`src/rtl/controle_senha.sv`:
```
// Combination-lock sequencer: debounces the entry button, checks six-digit
// attempts against a programmable code, counts failures and enforces a lockout.
module controle_senha #(
  parameter int                     N_DIGITOS     = 6,
  parameter logic [4*N_DIGITOS-1:0] SENHA_INICIAL = 24'h590981,
  parameter int                     MAX_FALHAS    = 3,
  parameter int                     T_BLOQUEIO    = 50_000_000,
  parameter int                     DEBOUNCE      = 250_000
) (
  input  logic                              clk,
  input  logic                              reset,
  input  logic                              insere,
  input  logic                              programa,
  input  logic [4:1]                        numero,
  output logic                              aberto,
  output logic                              bloqueado,
  output logic                              erro,
  output logic                              programando,
  output logic                              invalido,
  output logic [2:0]                        digito_idx,
  output logic [$clog2(MAX_FALHAS+1)-1:0]   falhas,
  output logic [3:0]                        disp,
  output logic                              disp_valido
);

  localparam int FW = $clog2(MAX_FALHAS + 1);
  localparam int DW = $clog2(DEBOUNCE + 2);
  localparam int TW = (T_BLOQUEIO > 1) ? $clog2(T_BLOQUEIO) : 1;
  localparam int CW = 4 * N_DIGITOS;

  typedef enum logic [2:0] {
    OCIOSO,
    ENTRADA,
    ABERTO,
    PROG,
    BLOQUEADO
  } estado_t;

  logic          insere_meta, insere_sync;
  logic          programa_meta, programa_sync;
  logic [DW-1:0] deb_cnt;
  logic          press;

  estado_t       estado, estado_nxt;
  logic [CW-1:0] codigo, codigo_nxt;
  logic [CW-1:0] sombra, sombra_nxt;
  logic [CW-1:0] codigo_desl;
  logic [TW-1:0] timer, timer_nxt;
  logic          falha_flag, falha_flag_nxt;
  logic          falha_atual;
  logic [2:0]    digito_idx_nxt;
  logic [FW-1:0] falhas_nxt;
  logic [3:0]    disp_nxt;
  logic          disp_valido_nxt;
  logic          erro_nxt;
  logic          invalido_nxt;
  logic          digito_ok;
  logic          ultimo;
  logic [3:0]    slot;

  always_ff @(posedge clk) begin
    if (!reset) begin
      insere_meta   <= 1'b1;
      insere_sync   <= 1'b1;
      programa_meta <= 1'b1;
      programa_sync <= 1'b1;
    end else begin
      insere_meta   <= insere;
      insere_sync   <= insere_meta;
      programa_meta <= programa;
      programa_sync <= programa_meta;
    end
  end

  // Counter parks at DEBOUNCE+1 so a held button yields one press until released.
  always_ff @(posedge clk) begin
    if (!reset) begin
      deb_cnt <= '0;
    end else if (insere_sync) begin
      deb_cnt <= '0;
    end else if (deb_cnt != DW'(DEBOUNCE + 1)) begin
      deb_cnt <= deb_cnt + DW'(1);
    end
  end

  assign press = (deb_cnt == DW'(DEBOUNCE));

  always_ff @(posedge clk) begin
    if (!reset) begin
      estado      <= OCIOSO;
      codigo      <= SENHA_INICIAL;
      sombra      <= '0;
      timer       <= '0;
      falha_flag  <= 1'b0;
      digito_idx  <= '0;
      falhas      <= '0;
      disp        <= '0;
      disp_valido <= 1'b0;
      erro        <= 1'b0;
      invalido    <= 1'b0;
    end else begin
      estado      <= estado_nxt;
      codigo      <= codigo_nxt;
      sombra      <= sombra_nxt;
      timer       <= timer_nxt;
      falha_flag  <= falha_flag_nxt;
      digito_idx  <= digito_idx_nxt;
      falhas      <= falhas_nxt;
      disp        <= disp_nxt;
      disp_valido <= disp_valido_nxt;
      erro        <= erro_nxt;
      invalido    <= invalido_nxt;
    end
  end

  // Code slot for the current position: first digit lives in the top nibble.
  assign codigo_desl = codigo << (4 * digito_idx);
  assign slot        = codigo_desl[CW-1 -: 4];
  assign digito_ok   = (numero <= 4'd9);
  assign ultimo      = (digito_idx == 3'(N_DIGITOS - 1));
  assign falha_atual = falha_flag | (numero != slot);

  always_comb begin
    estado_nxt      = estado;
    codigo_nxt      = codigo;
    sombra_nxt      = sombra;
    timer_nxt       = timer;
    falha_flag_nxt  = falha_flag;
    digito_idx_nxt  = digito_idx;
    falhas_nxt      = falhas;
    disp_nxt        = disp;
    disp_valido_nxt = disp_valido;
    erro_nxt        = erro;
    invalido_nxt    = 1'b0;

    case (estado)
      OCIOSO, ENTRADA: begin
        if (press) begin
          if (!digito_ok) begin
            invalido_nxt = 1'b1;
          end else begin
            erro_nxt = 1'b0;
            disp_nxt = numero;
            if (ultimo) begin
              digito_idx_nxt  = '0;
              falha_flag_nxt  = 1'b0;
              disp_valido_nxt = 1'b0;
              if (!falha_atual) begin
                estado_nxt = ABERTO;
                falhas_nxt = '0;
              end else if (int'(falhas) + 1 < MAX_FALHAS) begin
                estado_nxt = OCIOSO;
                falhas_nxt = falhas + FW'(1);
                erro_nxt   = 1'b1;
              end else begin
                estado_nxt = BLOQUEADO;
                falhas_nxt = FW'(MAX_FALHAS);
                timer_nxt  = TW'(T_BLOQUEIO - 1);
              end
            end else begin
              estado_nxt      = ENTRADA;
              digito_idx_nxt  = digito_idx + 3'd1;
              falha_flag_nxt  = falha_atual;
              disp_valido_nxt = 1'b1;
            end
          end
        end
      end

      ABERTO: begin
        if (press) begin
          if (!digito_ok) begin
            invalido_nxt = 1'b1;
          end else begin
            erro_nxt       = 1'b0;
            digito_idx_nxt = '0;
            estado_nxt     = programa_sync ? OCIOSO : PROG;
          end
        end
      end

      PROG: begin
        if (press) begin
          if (!digito_ok) begin
            invalido_nxt = 1'b1;
          end else begin
            erro_nxt   = 1'b0;
            sombra_nxt = {sombra[CW-5:0], numero};
            if (ultimo) begin
              codigo_nxt     = {sombra[CW-5:0], numero};
              digito_idx_nxt = '0;
              estado_nxt     = OCIOSO;
            end else begin
              digito_idx_nxt = digito_idx + 3'd1;
            end
          end
        end
      end

      BLOQUEADO: begin
        erro_nxt = 1'b0;
        if (timer == '0) begin
          estado_nxt = OCIOSO;
          falhas_nxt = '0;
        end else begin
          timer_nxt = timer - TW'(1);
        end
      end

      default: estado_nxt = OCIOSO;
    endcase
  end

  assign aberto      = (estado == ABERTO);
  assign bloqueado   = (estado == BLOQUEADO);
  assign programando = (estado == PROG);

endmodule

```
`config.mk`:
```
export PLATFORM = sky130hd
export DESIGN_NAME = controle_senha
export DESIGN_NICKNAME = d
export VERILOG_FILES = /design/src/rtl/controle_senha.sv
export SDC_FILE = /design/constraint.sdc
export NUM_CORES = 1
export LEC_CHECK = 0
export ABC_CLOCK_PERIOD_IN_PS = 3000
export CAP_MARGIN = 20
export CORE_MARGIN = 5
export CORE_UTILIZATION = 40
export DETAILED_ROUTE_END_ITERATION = 8
export PLACE_DENSITY = 0.56
export SYNTH_ARGS = -nofsm -noshare
export SYNTH_HDL_FRONTEND = slang
export SYNTH_SLANG_ARGS = --single-unit
```
`constraint.sdc`:
```
create_clock -name clk -period 3 [get_ports clk]
set_clock_uncertainty 0.1 [all_clocks]
set_input_delay 0.3 -clock clk [delete_from_list [all_inputs] [get_ports clk]]
set_output_delay 0.3 -clock clk [all_outputs]
set_load 0.03 [all_outputs]
```
# == Yosys cells after proc, flatten, opt, wreduce, memory -nomap -nowiden ==
# Cells that the tools add are included.
# W data, S select, Z words.
# word_totals
ff_bits,108
in_bits,8
out_inout_bits,15
# classes
n_eq_ne,24
muxes,44
n_lt_le_gt_ge,2
n_addsub,5
n_shift,1
bitwise,2
n_reduce_logical,19
# op_table
cell,n
$mux W26,6
$pmux W26 S2,1
$mux W3,16
$logic_not A26 Y1,1
$sub A26 B1 Y26 const B,1
$shl A24 B5 Y24,1
$ne A2 B1 Y1 const B,10
$add A18 B1 Y18 const B,1
$eq A18 B18 Y1 const B,1
$ne A18 B18 Y1 const B,1
$reduce_and A5 Y1,3
$mux W2,7
$ne A2 B2 Y1 const B,6
$pmux W3 S4,1
$mux W1,10
$reduce_and A3 Y1,3
$reduce_and A8 Y1,1
$reduce_and A7 Y1,1
$eq A3 B2 Y1 const B,2
$eq A3 B3 Y1 const B,2
$pmux W3 S2,1
$reduce_or A2 Y1,3
$le A4 B4 Y1 const B,1
$ne A4 B4 Y1,1
other kinds (15),16

# == Longest topological paths before layout ==
# logic_depth
depth_word,8
mapped_depth,10
depth_no_buf,9

# == Least setup slack after synthesis ==
# No wires, ideal clock.
# synth_timing
path_type,flip-flop to flip-flop
start,register digito_idx[0]
end,register timer[0]
t_arrival_ns,2.484
stages_incl_launch_ff,10
slack_ns,0.283
required_ns,2.767
path_cell_list,dfxtp_1 -> buf_2 -> mux4_2 -> or2_0 -> a21oi_1 -> o22ai_1 -> o41a_2 -> buf_4 -> nor3_1 -> a211oi_2
# synth_via
elab_chain_len,5
# synth_rtl
item,line_no,source
"start, declared",20,"output logic [2:0] digito_idx,"
"start signal, assigned",107,digito_idx <= digito_idx_nxt;
$shl A24 B5 Y24,117,assign codigo_desl = codigo << (4 * digito_idx);
$ne A4 B4 Y1,121,assign falha_atual = falha_flag | (numero != slot);
$or A1 B1 Y1,121,
$ne A2 B2 Y1 (no line),-,
$reduce_and A7 Y1 (no line) *,-,
"end signal, assigned",105,timer <= timer_nxt;
"end, declared",48,"logic [TW-1:0] timer, timer_nxt;"
# Mark *: on every way between the ends. The rest lies on a longest branch, timed or not.
# A chain may end at the register's enable or synchronous reset.

# == Worst setup path in the final report ==
# layout_timing
start,register digito_idx[0]
end,register timer[12]
# Same word-level chain as after synthesis.

==> run summary <==
The mapped netlist covers 4980 µm². In this run, synthesis inferred 0 flip-flops with an integrated enable. In this run the remaining antenna-violating nets after routing total 0. Critical path launch point type: a flip-flop.

For this run, the register share of the synthesized area comes to 43.4%. For the pin with the worst max-slew slack, the measured transition is 1020 ps. The peak fanout along the critical path is 12, and the clock transition at the registers of the reported paths is 70 ps. At the worst endpoint, the required time is 3150 ps.

In this run the horizontal extent of the chip is 122 µm. The share of cells above drive strength 1 was 9.98%. TritonCTS built the clock tree. The type of the worst min-delay path was reg2reg.

In the layout the commonest cells are 122 x sky130_fd_sc_hd__nand2_1, 107 x sky130_fd_sc_hd__dfxtp_1, 61 x sky130_fd_sc_hd__a21oi_1, 38 x sky130_fd_sc_hd__nor2_1, 28 x sky130_fd_sc_hd__o21ai_0. Setup violations remaining at the end of the flow were counted as 0. The DRC marker count from the first detailed-route iteration was 300. The flow ran to the end, and the final reports show no timing, DRC or antenna violations. For this run, asynchronously set or reset flops after synthesis account for 0%. The final-report hold violation count was 0; the total die area was 14800 µm². The post-layout utilization of the core is 47.3%, and the setup total negative slack is 0 ps. The synthesized design spends more area on one cell type than any other, namely sky130_fd_sc_hd__dfxtp_1.

IR analysis of the VDD net gives a maximum drop of 0.000353 V. In this run the count of I/O pins placed on the die edge is 23. A synthesized cell averages 8.24 µm². For the max-slew violation count, the log shows 0. The tools report the reported leakage power as 0.00195 µW. The logs give 2160 µm² for the sequential standard cell area and 0 for the total grt overflow.

STA classifies the critical path endpoint as a flip-flop. The critical path is of the reg2reg type. The tools report the number of clock sinks as 108. By area the synthesized netlist is led by sky130_fd_sc_hd__dfxtp_1 43%, sky130_fd_sc_hd__nand2_1 9.2%, sky130_fd_sc_hd__a21oi_1 6.1%, sky130_fd_sc_hd__nor2_1 2.9%, sky130_fd_sc_hd__o21ai_0 2.8%.

The clock passes through at most 2 buffers. Setup repair after global routing left no endpoint under its margin. The time the worst path needs with I/O delays and setup is 2880 ps. For this run, design rule violations remaining after detail routing come to 0. The post-synth net total is 617.

In this run the tightest slew margin relative to its limit is 31.5%. The cell area power density works out to 468 nW/µm². Starting density of the core: 41.2%. The share of the synthesized area in the top cell type works out to 43.4%.

The congestion estimate from routability-driven global placement came to 0.796. Library cell used as clock root buffer: sky130_fd_sc_hd__clkbuf_16. The cell count after synthesis came out at 605.

Depth of the CTS H-tree: 3. The floorplan die height is 122 µm. Across the run, the number of max-cap violations was 0.

The first global-routing pass estimated 19400 µm of wire. For the initial antenna violation count, the log shows 0. For the count of nets after finishing, the log shows 638.

Area growth from synthesis to layout: 14.8%. The maximum clock frequency was 0.348 GHz. The number of filler instances in the final layout is 1244.

The multi-input combinational cells in the finished layout cover a total of 2610 µm². Entering global routing, the biggest net connects 32 pins. Average wire per standard cell: 14.2 µm. Before CTS, the worst setup slack after placement is 153 ps. Dividing the detail-routed via count by the number of cells gives 5.30. Detailed placement finished with a half-perimeter wire length of 7850 µm. In the synthesized netlist the dominant register cell turns out to be sky130_fd_sc_hd__dfxtp_1. The detailed-router iteration count before antenna repair was 5; the number of flip-flops and latches in the synthesized netlist was 108. The library cell used most frequently in the layout, excluding fill and tap cells, is sky130_fd_sc_hd__nand2_1. The tools report the via count of the first global-routing pass as 3934. The floorplan has 40 rows. The tools report the total wire length as 11400 µm. The total via count after detailed routing was 4235. After detailed placement, the design holds a cell count of 783. After layout, the worst path uses 95.8% of the clock period. Data on the critical path arrives at its endpoint at 3020 ps.

The repair_antennas step left the layout with diodes totalling 0. Count of distinct cell types in the synthesized netlist: 61. Across every metal layer, demand over resource in global routing totals 16.3%.

The number of clock buffers added by TritonCTS is 9. The count of buffers added on input and output ports is 22. Yosys printed 0 warnings. The worst setup slack after layout is 125 ps, and the post-route non-filler standard cell count is 799.

For the source-to-sink clock delay at the later pin of the worst-skew pair, the log shows 360 ps. The core region is 12100 µm².
## per-stage QoR
stage          hold slack (ps)  power (µW)  instance area (µm²)
6_report                   311        2680                 5720
5_1_grt                    348        2810                 5720
4_1_cts                    318        2720                 5720
3_5_place_dp               301        1530                 5430
3_3_place_gp               290        1530                 5430
2_1_floorplan              286        1500                 4980
## final timing paths
check                                                 from                      to  slack, ps  cells after the start
worst max-delay path            digito_idx[0]$_SDFFE_PN0P_  timer[12]$_SDFFE_PN0P_        120                      7
worst min-delay path                insere_meta$_SDFF_PN1_  insere_sync$_SDFF_PN1_        310                      1
worst max register to register  digito_idx[0]$_SDFFE_PN0P_  timer[12]$_SDFFE_PN0P_        120                      7
worst min register to register      insere_meta$_SDFF_PN1_  insere_sync$_SDFF_PN1_        310                      1
## layer usage
| layer | global-route usage, % | vias to the layer above | share of wire (%) |
|---|---|---|---|
| met4 | 3.85 | 0 | 0.84 |
| met5 | 0 | - | 0 |
| met1 | 22.5 | 1992 | 50 |
| met2 | 24.7 | 73 | 45 |
| met3 | 5.20 | 10 | 4.5 |
| li1 | - | 2160 | - |
## critical path, stage by stage (launching register included)
cell	delay (ps)
sky130_fd_sc_hd__dfxtp_1	530
sky130_fd_sc_hd__mux4_2	550
sky130_fd_sc_hd__or2_0	250
sky130_fd_sc_hd__and3_1	190
sky130_fd_sc_hd__o22ai_1	320
sky130_fd_sc_hd__o41a_2	340
sky130_fd_sc_hd__o21ai_0	110
sky130_fd_sc_hd__a221oi_1	360
## cell type report
type                            count  share of cell area [%]
Multi-Input combinational cell    445                    45.6
Sequential cell                   108                    37.8
Timing Repair Buffer               43                    6.60
Clock buffer                       10                    4.00
Tap cell                          168                    3.67
Inverter                           19                    1.25
Clock inverter                      6                    1.11
## synthesized netlist by cell type, drive strengths merged, types with 8 or more instances
cell	number
a21oi	61
buf	9
clkbuf	24
dfxtp	108
inv	19
mux2i	11
nand2	122
nand2b	10
nand3	27
nor2	39
nor3	15
nor4	8
o21ai	30
o22ai	9
or3	16
xnor2	9
xor2	14
## where the power goes
group	switching (µW)	leakage (µW)	internal (µW)
Sequential	1.52	0.000871	1440
Clock	534	0.000139	647
Combinational	39.7	0.000944	21.8
Total	575	0.00195	2100
## flip-flops by register name, summed over array words and instances (netlist names), 2 cells and up
signal and flops:
falhas 2, deb_cnt 18, disp 4, digito_idx 3, sombra 20, codigo 24, estado 3, timer 26
## what timing repair did
item                                    CTS  global route
buffers inserted                          0             0
hold buffers                              0             0
endpoints found under the hold margin     0             0
endpoints found under the setup margin    0             5
resized for setup                         0             1
## logic make-up (layout without fill, tap and decap cells)
family | after synthesis | count (layout) | synth area share (%)
and+or+nand+nor | 276 | 276 | 28.0
xor gates and xnor gates | 23 | 23 | 4.04
AOI/OAI and AO/OA | 128 | 128 | 15.7
buffers and inverters | 52 | 78 | 4.32
muxes | 14 | 14 | 3.56
adders and majority gates | 4 | 4 | 1.00
DFF | 108 | 108 | 43.4
Power figures use the tool's default switching activity.
